$ cat config.mk
export PLATFORM = sky130hd
export DESIGN_NAME = du_program_rx
export DESIGN_NICKNAME = d
export VERILOG_FILES = /design/src/rtl/du_program_rx.sv
export SDC_FILE = /design/constraint.sdc
export NUM_CORES = 1
export LEC_CHECK = 0
export ABC_AREA = 0
export CORE_MARGIN = 2
export CORE_UTILIZATION = 30
export DETAILED_ROUTE_END_ITERATION = 12
export GPL_ROUTABILITY_DRIVEN = 0
export HOLD_SLACK_MARGIN = 0.06
export PLACE_DENSITY_LB_ADDON = 0.15
export SYNTH_ARGS = -nofsm -noshare
export SYNTH_HDL_FRONTEND = slang
export SYNTH_SLANG_ARGS = --single-unit
$ cat constraint.sdc
create_clock -name clk -period 3.2 [get_ports clk]
set_clock_uncertainty 0.1 [all_clocks]
set_input_delay 0.48 -clock clk [delete_from_list [all_inputs] [get_ports clk]]
set_output_delay 0.48 -clock clk [all_outputs]
set_load 0.05 [all_outputs]
$ cat src/rtl/du_program_rx.sv
// Debug-unit program loader: pops a little-endian word count and that many
// little-endian instruction words from the UART Rx FIFO and writes them to IMEM.
module du_program_rx #(
  parameter int NB_INSTR     = 32,
  parameter int NB_UART_DATA = 8,
  parameter int NB_ADDR      = 10,
  parameter int IMEM_DEPTH   = 256
) (
  input  logic                    clk,
  input  logic                    i_rst,
  input  logic                    i_start,
  input  logic                    i_rx_empty,
  input  logic [NB_UART_DATA-1:0] i_rx_data,
  output logic                    o_rd,
  output logic                    o_imem_we,
  output logic [NB_ADDR-1:0]      o_imem_waddr,
  output logic [NB_INSTR-1:0]     o_imem_wdata,
  output logic                    o_busy,
  output logic                    o_done,
  output logic                    o_error
);

  typedef enum logic [2:0] {
    ST_IDLE,
    ST_RX_LEN,
    ST_CHECK,
    ST_RX_WORD,
    ST_WRITE,
    ST_DONE
  } state_e;

  state_e                state_q, state_d;
  logic [1:0]            byte_cnt_q, byte_cnt_d;
  logic [31:0]           word_cnt_q, word_cnt_d;
  logic [31:0]           count_q, count_d;
  logic [NB_INSTR-1:0]   shift_q, shift_d;
  logic [NB_ADDR-1:0]    waddr_q, waddr_d;
  logic [NB_INSTR-1:0]   wdata_q, wdata_d;
  logic                  error_q, error_d;

  logic                  pop;
  logic                  last_byte;
  logic [NB_INSTR-1:0]   assembled;
  logic [31:0]           word_cnt_inc;

  // Bytes enter at the top and shift down, so byte k lands in bits [8k+7:8k].
  assign assembled    = {i_rx_data, shift_q[NB_INSTR-1:NB_UART_DATA]};
  assign last_byte    = (byte_cnt_q == 2'd3);
  assign pop          = o_rd;
  assign word_cnt_inc = word_cnt_q + 32'd1;

  // NOTE: every flop is updated with non-blocking assignments so all registers
  // see the pre-edge values of each other; reset clears each register explicitly.
  always_ff @(posedge clk or negedge i_rst) begin
    if (!i_rst) begin
      state_q    <= ST_IDLE;
      byte_cnt_q <= '0;
      word_cnt_q <= '0;
      count_q    <= '0;
      shift_q    <= '0;
      waddr_q    <= '0;
      wdata_q    <= '0;
      error_q    <= 1'b0;
    end else begin
      state_q    <= state_d;
      byte_cnt_q <= byte_cnt_d;
      word_cnt_q <= word_cnt_d;
      count_q    <= count_d;
      shift_q    <= shift_d;
      waddr_q    <= waddr_d;
      wdata_q    <= wdata_d;
      error_q    <= error_d;
    end
  end

  // NOTE: each always_comb assigns a default to every output first so no path
  // leaves a signal unassigned and no latch is inferred.
  always_comb begin
    state_d = state_q;
    unique case (state_q)
      ST_IDLE:    if (i_start) state_d = ST_RX_LEN;
      ST_RX_LEN:  if (pop && last_byte) state_d = ST_CHECK;
      ST_CHECK: begin
        if (count_q == 32'd0)                   state_d = ST_DONE;
        else if (count_q > 32'(IMEM_DEPTH))     state_d = ST_IDLE;
        else                                    state_d = ST_RX_WORD;
      end
      ST_RX_WORD: if (pop && last_byte) state_d = ST_WRITE;
      ST_WRITE:   state_d = (word_cnt_inc == count_q) ? ST_DONE : ST_RX_WORD;
      ST_DONE:    state_d = ST_IDLE;
      default:    state_d = ST_IDLE;
    endcase
  end

  always_comb begin
    byte_cnt_d = byte_cnt_q;
    word_cnt_d = word_cnt_q;
    count_d    = count_q;
    shift_d    = shift_q;
    waddr_d    = waddr_q;
    wdata_d    = wdata_q;
    error_d    = error_q;

    if (state_q == ST_IDLE && i_start) begin
      error_d    = 1'b0;
      byte_cnt_d = '0;
      word_cnt_d = '0;
      waddr_d    = '0;
    end

    if (pop) begin
      shift_d    = assembled;
      byte_cnt_d = byte_cnt_q + 2'd1;
    end

    if (state_q == ST_RX_LEN && pop && last_byte) begin
      count_d = assembled;
    end

    // Address and data are captured with the last byte so they are stable
    // throughout WRITE and hold afterwards.
    if (state_q == ST_RX_WORD && pop && last_byte) begin
      wdata_d = assembled;
      waddr_d = {word_cnt_q[NB_ADDR-3:0], 2'b00};
    end

    if (state_q == ST_CHECK && count_q > 32'(IMEM_DEPTH)) begin
      error_d = 1'b1;
    end

    if (state_q == ST_WRITE) begin
      word_cnt_d = word_cnt_inc;
    end
  end

  always_comb begin
    o_rd      = 1'b0;
    o_imem_we = 1'b0;
    o_done    = 1'b0;
    o_busy    = (state_q != ST_IDLE);
    unique case (state_q)
      ST_RX_LEN, ST_RX_WORD: o_rd      = !i_rx_empty;
      ST_WRITE:              o_imem_we = 1'b1;
      ST_DONE:               o_done    = 1'b1;
      default: ;
    endcase
  end

  assign o_imem_waddr = waddr_q;
  assign o_imem_wdata = wdata_q;
  assign o_error      = error_q;

endmodule

==> impl_metrics.csv, run 1 <==
group,metric,value,unit
detailed_routing,wl_per_cell,17.98,um
floorplanning,die_area,0.02352,mm2
final_layout,stdcell_area,0.008185,mm2
final_layout,drive_gt1_share,25.52,%
power_and_ir_drop,pwr-share-comb,30.7,%
power_and_ir_drop,p_leak,0.003323,uW
detailed_routing,avgViaCountPerCell,5.142,
grt,grt_overflow,0,
flow_run,maxCapViolCount,0,
clock_tree,postCtsSetupBuffers,0,
floorplanning,coreArea,0.02189,mm2
floorplanning,num_rows,54,
floorplanning,die_w,153.4,um
setup_path,crit_path_top_delay_cell,"or4_4",
setup_path,path_cells,"nand4_2, nor4_1, and4_1, xnor2_1, o2111ai_1, or3_1, or4_4, o2bb2ai_2",
grt,grt_antenna_before_repair,0,
detailed_routing,drt_iter0_drc,358,
final_layout,area_delta_synth_final,22.28,%
sta,finalMaxSlewViolations,0,
setup_path,critPathMaxFanout,7,
setup_path,reg2reg_slack,160,ps
synth,netlist_area,0.006694,mm2
sta,hold_violations,0,
hold_path,worstHoldPathType,"reg -> reg",
clock_tree,cts_buffer_depth,2,
detailed_routing,routed_wl,17.08,mm
clock_tree,cts.sinks,134,
synth,synthTopCellsByArea,"dfrtp_1, mux2_2, xnor2_1, o21ai_0, nor2_1",
sta,fin_crit,3039,ps
setup_path,worst_setup_path_start_kind,"register",
grt,grt_pass1_wl,28.26,mm
setup_path,crit_path_end_kind,"register",
status,run_status,"complete, no violations",
floorplanning,start_util,30.58,%
detailed_routing,antenna_left,0,
clock_tree,cts_tree,"yes",
synth,synthCells,597,
clock_tree,clk_latency,420,ps
setup_path,critPathKind,"reg -> reg",
clock_tree,clkSlewWorstSetupHoldPaths,60,ps
power_and_ir_drop,peakVddDrop,427.6,uV
detailed_routing,via_count,4885,
floorplanning,ios,59,
floorplanning,die_h,153.4,um
setup_path,cp.required,3390,ps
sta,worst_pin_slew,700.8,ps
synth,synth_edf_count,0,
sta,fmax,0.3291,GHz
sta,setup_violations,0,
power_and_ir_drop,switching_power,2441,uW
clock_tree,ctsRootBufferMaster,"clkbuf_16",
setup_path,crit_family,"simple AND/OR/NAND/NOR gates",
grt,grt_pass1_vias,5011,
power_and_ir_drop,clock_power_share,28.3,%
power_and_ir_drop,swShare,35.93,%
detailed_routing,first_pass_iters,5,
place,dp_slack,86.54,ps
sta,fin_tns_setup,0,ps
synth,ys_warn_count,0,
power_and_ir_drop,seq_power_share,41.1,%
sta,fin_ws,161.4,ps
synth,synth_top_area_cell,"dfrtp_1",
synth,synth-seq-area-share,50.09,%
power_and_ir_drop,totalPowerFinal,6794,uW
synth,ys.flop_type,"dfrtp_1",
synth,ys_async_sr_fraction,100.0,%
sta,max-slew-margin-rel,53.28,%
final_layout,n_antenna_cell,0,
clock_tree,cts_made_buffers,17,
power_and_ir_drop,power_density,830.0,mW/mm2
synth,synth_top_area_share,50.09,%
synth,synth_cell_types,65,
setup_path,max_stage_delay,560,ps
grt,grt_max_degree,72,
detailed_routing,drc_errors,0,
grt,grt.total_usage,15.07,%
final_layout,nNetsFinal,672,
synth,synth-seq-cells,134,
setup_path,crit_arrival,3230,ps
setup_path,path_buf_inv,0,
place,dp_hpwl,12.16,mm
clock_tree,htreeDepth,4,
synth,synth_area_per_cell,11.21,um2
place,place_area,0.007597,mm2
sta,period_share,94.95,%
place,portBuffers,56,
power_and_ir_drop,internal_power,4353,uW
sta,grt_setup_unrepaired,"no",
-- registers in the layout, indices dropped and copies added (netlist names) --
name / flops
count_q: 32
o_imem_wdata: 32
word_cnt_q: 32
shift_q: 24
o_imem_waddr: 8
state_q: 3
byte_cnt_q: 2
o_error: 1
-- per-layer routing --
layer | global-route usage (%) | part of all wire [%] | routed length (um)
met1 | 21.50 | 49 | 8424
met3 | 2.694 | 2.7 | 455
met2 | 23.21 | 46 | 7934
met5 | 0 | 0 | 0
met4 | 4.980 | 1.6 | 266
-- cell families after synthesis --
group,Yosys count,share of synthesized area [%]
other cells,1,0.05602
compound gates,102,10.21
xor+xnor,46,6.019
mux,90,15.14
fa+ha+maj,2,0.3738
flops,134,50.09
simple gates,180,14.67
buf+inv,42,3.439
-- cell usage after synthesis, drive strengths merged, types with 2 or more instances --
master and number:
nor2b 2, or3 5, nor4 16, a21oi 10, o21ai 40, clkbuf 18, nor2 45, nand4 16
a21o 3, buf 19, a22oi 2, nor3b 2, o41ai 5, mux2 90, o211ai 2, nand3 11
and4 3, o31ai 17, nand2 44, and2 4, ha 2, and3 3, a31oi 5, or4 3
or3b 2, xor2 12, inv 4, nor3 11, o2111ai 3, xnor2 34, dfrtp 134, a22o 8
nand3b 4, nand2b 4
-- cells in the final DEF, fill, tap and decap left out, drive strengths merged, types with 5 or more instances in the layout --
cell | synthesis | routed
a22o | 8 | 8
nand3 | 11 | 11
o41ai | 5 | 5
nor4 | 16 | 16
nand4 | 16 | 16
xor2 | 12 | 12
o21ai | 40 | 40
or3 | 5 | 5
xnor2 | 34 | 34
nand2 | 44 | 44
nor3 | 11 | 11
a21oi | 10 | 10
inv | 4 | 7
clkdlybuf4s50 | 0 | 54
nor2 | 45 | 45
dfrtp | 134 | 134
buf | 19 | 23
o31ai | 17 | 17
mux2 | 90 | 90
clkbuf | 18 | 20
a31oi | 5 | 5
-- metrics by stage --
step                util (%)  hold slack (ps)  cells
global placement       34.71            378.6    918
CTS                    37.36            399.6    950
finish                 37.39            395.0    950
floorplan                  -            84.41    598
detailed placement     34.71            386.0    918
global route           37.39            420.8    950
-- worst paths after layout --
path | start | endpoint | cells past startpoint
worst max-delay path | word_cnt_q[9] | state_q[1] | 8
worst min-delay path | o_error | o_error | 1
worst max register to register | word_cnt_q[9] | state_q[1] | 8
worst min register to register | o_error | o_error | 1
max in group asynchronous | i_rst | o_imem_wdata[30] | 3
min in group asynchronous | i_rst | o_imem_wdata[19] | 2
-- layout make-up --
| cell class | instances | area, um2 |
|---|---|---|
| Clock inverter | 11 | 123.9 |
| Clock buffer | 20 | 446.7 |
| Timing Repair Buffer | 78 | 752.0 |
| Inverter | 5 | 18.77 |
| Tap cell | 280 | 350.3 |
| Fill cell | 2165 | 13710 |
| Sequential cell | 134 | 3358 |
| Multi-Input combinational cell | 422 | 3136 |
-- power by group through the flow --
| stage | clock (uW) | sequential [uW] | combinational, uW |
|---|---|---|---|
| after floorplan | 0 | 2950 | 1190 |
| after global placement | 0 | 2820 | 2070 |
| after detailed placement | 0 | 2830 | 2090 |
| after CTS | 1960 | 2800 | 2100 |
| after global routing | 2050 | 2880 | 2240 |
| final | 1920 | 2790 | 2080 |
-- repair_timing --
action	CTS	global route
setup endpoints to repair	0	2
hold endpoints to repair	68	0
hold buffers	1	0
resized for setup	0	5
(Power assumes the default switching activity.)
==> inputs of run 2 (changes only) <==
--- a/config.mk
+++ b/config.mk
@@ -5,13 +5,14 @@
 export SDC_FILE = /design/constraint.sdc
 export NUM_CORES = 1
 export LEC_CHECK = 0
-export ABC_AREA = 0
+export ABC_AREA = 1
 export CORE_MARGIN = 2
 export CORE_UTILIZATION = 30
 export DETAILED_ROUTE_END_ITERATION = 12
 export GPL_ROUTABILITY_DRIVEN = 0
 export HOLD_SLACK_MARGIN = 0.06
 export PLACE_DENSITY_LB_ADDON = 0.15
+export SLEW_MARGIN = 20
 export SYNTH_ARGS = -nofsm -noshare
 export SYNTH_HDL_FRONTEND = slang
 export SYNTH_SLANG_ARGS = --single-unit
==> constraint.sdc (replaced) <==
create_clock -name clk -period 2.58 [get_ports clk]
set_clock_uncertainty 0.1 [all_clocks]
set_input_delay 0.387 -clock clk [delete_from_list [all_inputs] [get_ports clk]]
set_output_delay 0.387 -clock clk [all_outputs]
set_load 0.05 [all_outputs]
==> impl_metrics.csv, run 2 <==
group,metric,value,unit
status,run_status,"complete, no violations",
sta,period_share,96.25,%
place,portBuffers,56,
power_and_ir_drop,peakVddDrop,482.7,uV
floorplanning,coreArea,0.02333,mm2
grt,grt.total_usage,17.85,%
synth,synthCells,969,
detailed_routing,antenna_left,0,
floorplanning,start_util,30.29,%
grt,grt_pass1_vias,6297,
power_and_ir_drop,p_leak,0.004050,uW
synth,synth_common_cells,"nand2_1, dfrtp_1, o21ai_0",
setup_path,cp.required,2090,ps
sta,max-slew-margin-rel,59.66,%
synth,synth_top_area_share,47.44,%
place,dp.cells,1341,
detailed_routing,via_count,6411,
place,dp_hpwl,15.93,mm
synth,synth_fa_ha_area_share,0.3540,%
synth,synth_area_per_cell,7.294,um2
detailed_routing,wl_per_cell,15.26,um
detailed_routing,routed_wl,21.02,mm
sta,hold_violations,0,
flow_run,maxCapViolCount,0,
setup_path,reg2reg_to,"state_q[1]",
clock_tree,cts_buffer_depth,2,
detailed_routing,drc_errors,0,
detailed_routing,drt_iter0_drc,479,
clock_tree,clk_latency,430,ps
sta,whs,372.5,ps
detailed_routing,first_pass_iters,5,
setup_path,crit_path_end_kind,"primary output",
synth,synth_most_common_cell,"nand2_1",
sta,setup_violations,0,
synth,netlist_area,0.007068,mm2
setup_path,reg2reg_from,"word_cnt_q[12]",
clock_tree,cts_made_buffers,17,
final_layout,fin_util,38.11,%
synth,synth_cell_types,32,
setup_path,r2r_cells,17,
power_and_ir_drop,totalPowerFinal,9260,uW
sta,fin_crit,2483,ps
floorplanning,die_area,0.02480,mm2
synth,synth-compound-area-share,10.16,%
power_and_ir_drop,power_density,1041,mW/mm2
sta,worst_pin_slew,604.4,ps
final_layout,area_delta_synth_final,25.81,%
synth,synthTopCellsByArea,"dfrtp_1, nand2_1, o21ai_0, nand3_1, inv_1",
floorplanning,die_w,157.5,um
synth,ys_warn_count,0,
sta,finalMaxSlewViolations,0,
grt,grt_overflow,0,
setup_path,worst_setup_path_start_kind,"register",
grt,grt_max_degree,65,
synth,synth-seq-cells,134,
synth,synth_xor_area_share,0.3717,%
grt,grt_pass1_wl,33.92,mm
clock_tree,htreeDepth,4,
floorplanning,num_rows,56,
floorplanning,ios,59,
final_layout,layout_commonest_cell,"nand2_1",
synth,ys_async_sr_fraction,100.0,%
synth,muxShareOfSynthArea,0,%
synth,synth_top_family_by_area,"simple AND/OR/NAND/NOR gates",
synth,synth_top_area_cell,"dfrtp_1",
grt,grt_antenna_before_repair,0,
setup_path,critPathMaxFanout,6,
sta,fin_tns_setup,0,ps
synth,ys.flop_type,"dfrtp_1",
detailed_routing,avgViaCountPerCell,4.652,
floorplanning,die_h,157.5,um
final_layout,nNetsFinal,1060,
setup_path,crit_arrival,2000,ps
setup_path,reg2reg_slack,180,ps
sta,fmax,0.4027,GHz
clock_tree,cts_tree,"yes",
synth,synthSimpleGateAreaFrac,33.39,%
setup_path,critPathKind,"reg -> out",
hold_path,worstHoldPathType,"in -> async",
final_layout,n_antenna_cell,0,
final_layout,drive_gt1_share,9.443,%
synth,synth-seq-area-share,47.44,%
final_layout,final_cells,1378,
synth,synth_edf_count,0,
clock_tree,cts.sinks,134,
sta,grt_setup_unrepaired,"no",
final_layout,final_cell_mix,"nand2_1, dfrtp_1, o21ai_0, inv_1, nand3_1",
clock_tree,clkSlewWorstSetupHoldPaths,70,ps
clock_tree,ctsRootBufferMaster,"clkbuf_16",
[run 2: changes by cell type after synthesis, moves of 8 or more]
cell / before / now
mux2_2: 90 / 0
nor4_1: 15 / 3
buf_1: 8 / 0
xnor2_1: 34 / 1
a21oi_1: 10 / 2
o21ai_0: 39 / 121
o31ai_1: 17 / 0
inv_1: 4 / 119
xor2_1: 12 / 2
nor2_1: 45 / 81
clkbuf_1: 16 / 27
nand2_1: 43 / 300
nand3_1: 9 / 105
o22ai_1: 1 / 12
[run 2: cell type report]
| class | instances | area, um2 |
|---|---|---|
| Clock buffer | 18 | 439.2 |
| Clock inverter | 14 | 180.2 |
| Fill cell | 2461 | 14440 |
| Inverter | 121 | 454.2 |
| Multi-Input combinational cell | 685 | 3162 |
| Sequential cell | 134 | 3353 |
| Tap cell | 319 | 399.1 |
| Timing Repair Buffer | 87 | 904.6 |
[run 2: logic make-up after synthesis]
group,after synthesis
XOR/XNOR,3
adder cells (fa/ha/maj),2
buffers and inverters,151
flip-flops,134
other,1
AO/OA/AOI/OAI,139
AND/OR/NAND/NOR,539
[run 2: how the worst max path moves through the flow]
stage,to,slack (ps),from,cells after the start
finish,o_done,100,state_q[2],3
global placement,state_q[1],180,word_cnt_q[1],18
detailed placement,state_q[1],150,word_cnt_q[1],18
global route,state_q[1],0.3,word_cnt_q[1],18
floorplan,o_done,500,state_q[1],2
CTS,o_done,60,state_q[2],3
[run 2: critical path: stages, from the launching register on]
cell,delay [ps]
dfrtp_1,420
inv_1,150
nor3_1,180
clkdlybuf4s50_1,830
[run 2: what timing repair did]
item                                    in CTS  in global routing
endpoints found under the setup margin       0                  1
gates resized for setup                      0                  4
endpoints found under the hold margin       46                  0
hold buffers                                 1                  0
setup buffers                                0                  4
[run 2: report_power, final]
group	leakage (uW)	switching, uW	internal, uW
combinational	0.00195	2300	1150
clock	0.000305	1070	1500
sequential	0.00179	521	2730
[run 2: layer usage]
layer	vias up	share of wire (%)	GRT usage (%)
li1	3269	-	-
met1	2985	50	25.26
met2	139	46	28.28
met3	18	3.3	2.450
met4	0	1.3	5.584
met5	-	0	0
[run 2: stage by stage]
step                worst slack [ps]  instance area, um2
detailed placement             150.8                8220
finish                         96.73                8892
global route                  0.3320                8892
global placement               184.0                8220
CTS                            61.24                8850
floorplan                      496.2                7072
==> inputs of run 3 (changes only) <==
--- a/config.mk
+++ b/config.mk
@@ -8,6 +8,7 @@
 export ABC_AREA = 1
 export CORE_MARGIN = 2
 export CORE_UTILIZATION = 30
+export CTS_CLUSTER_DIAMETER = 30
 export DETAILED_ROUTE_END_ITERATION = 12
 export GPL_ROUTABILITY_DRIVEN = 0
 export HOLD_SLACK_MARGIN = 0.06
==> results of run 3 <==
Same layout as run 2: the final DEF is identical, and so are final timing and power.
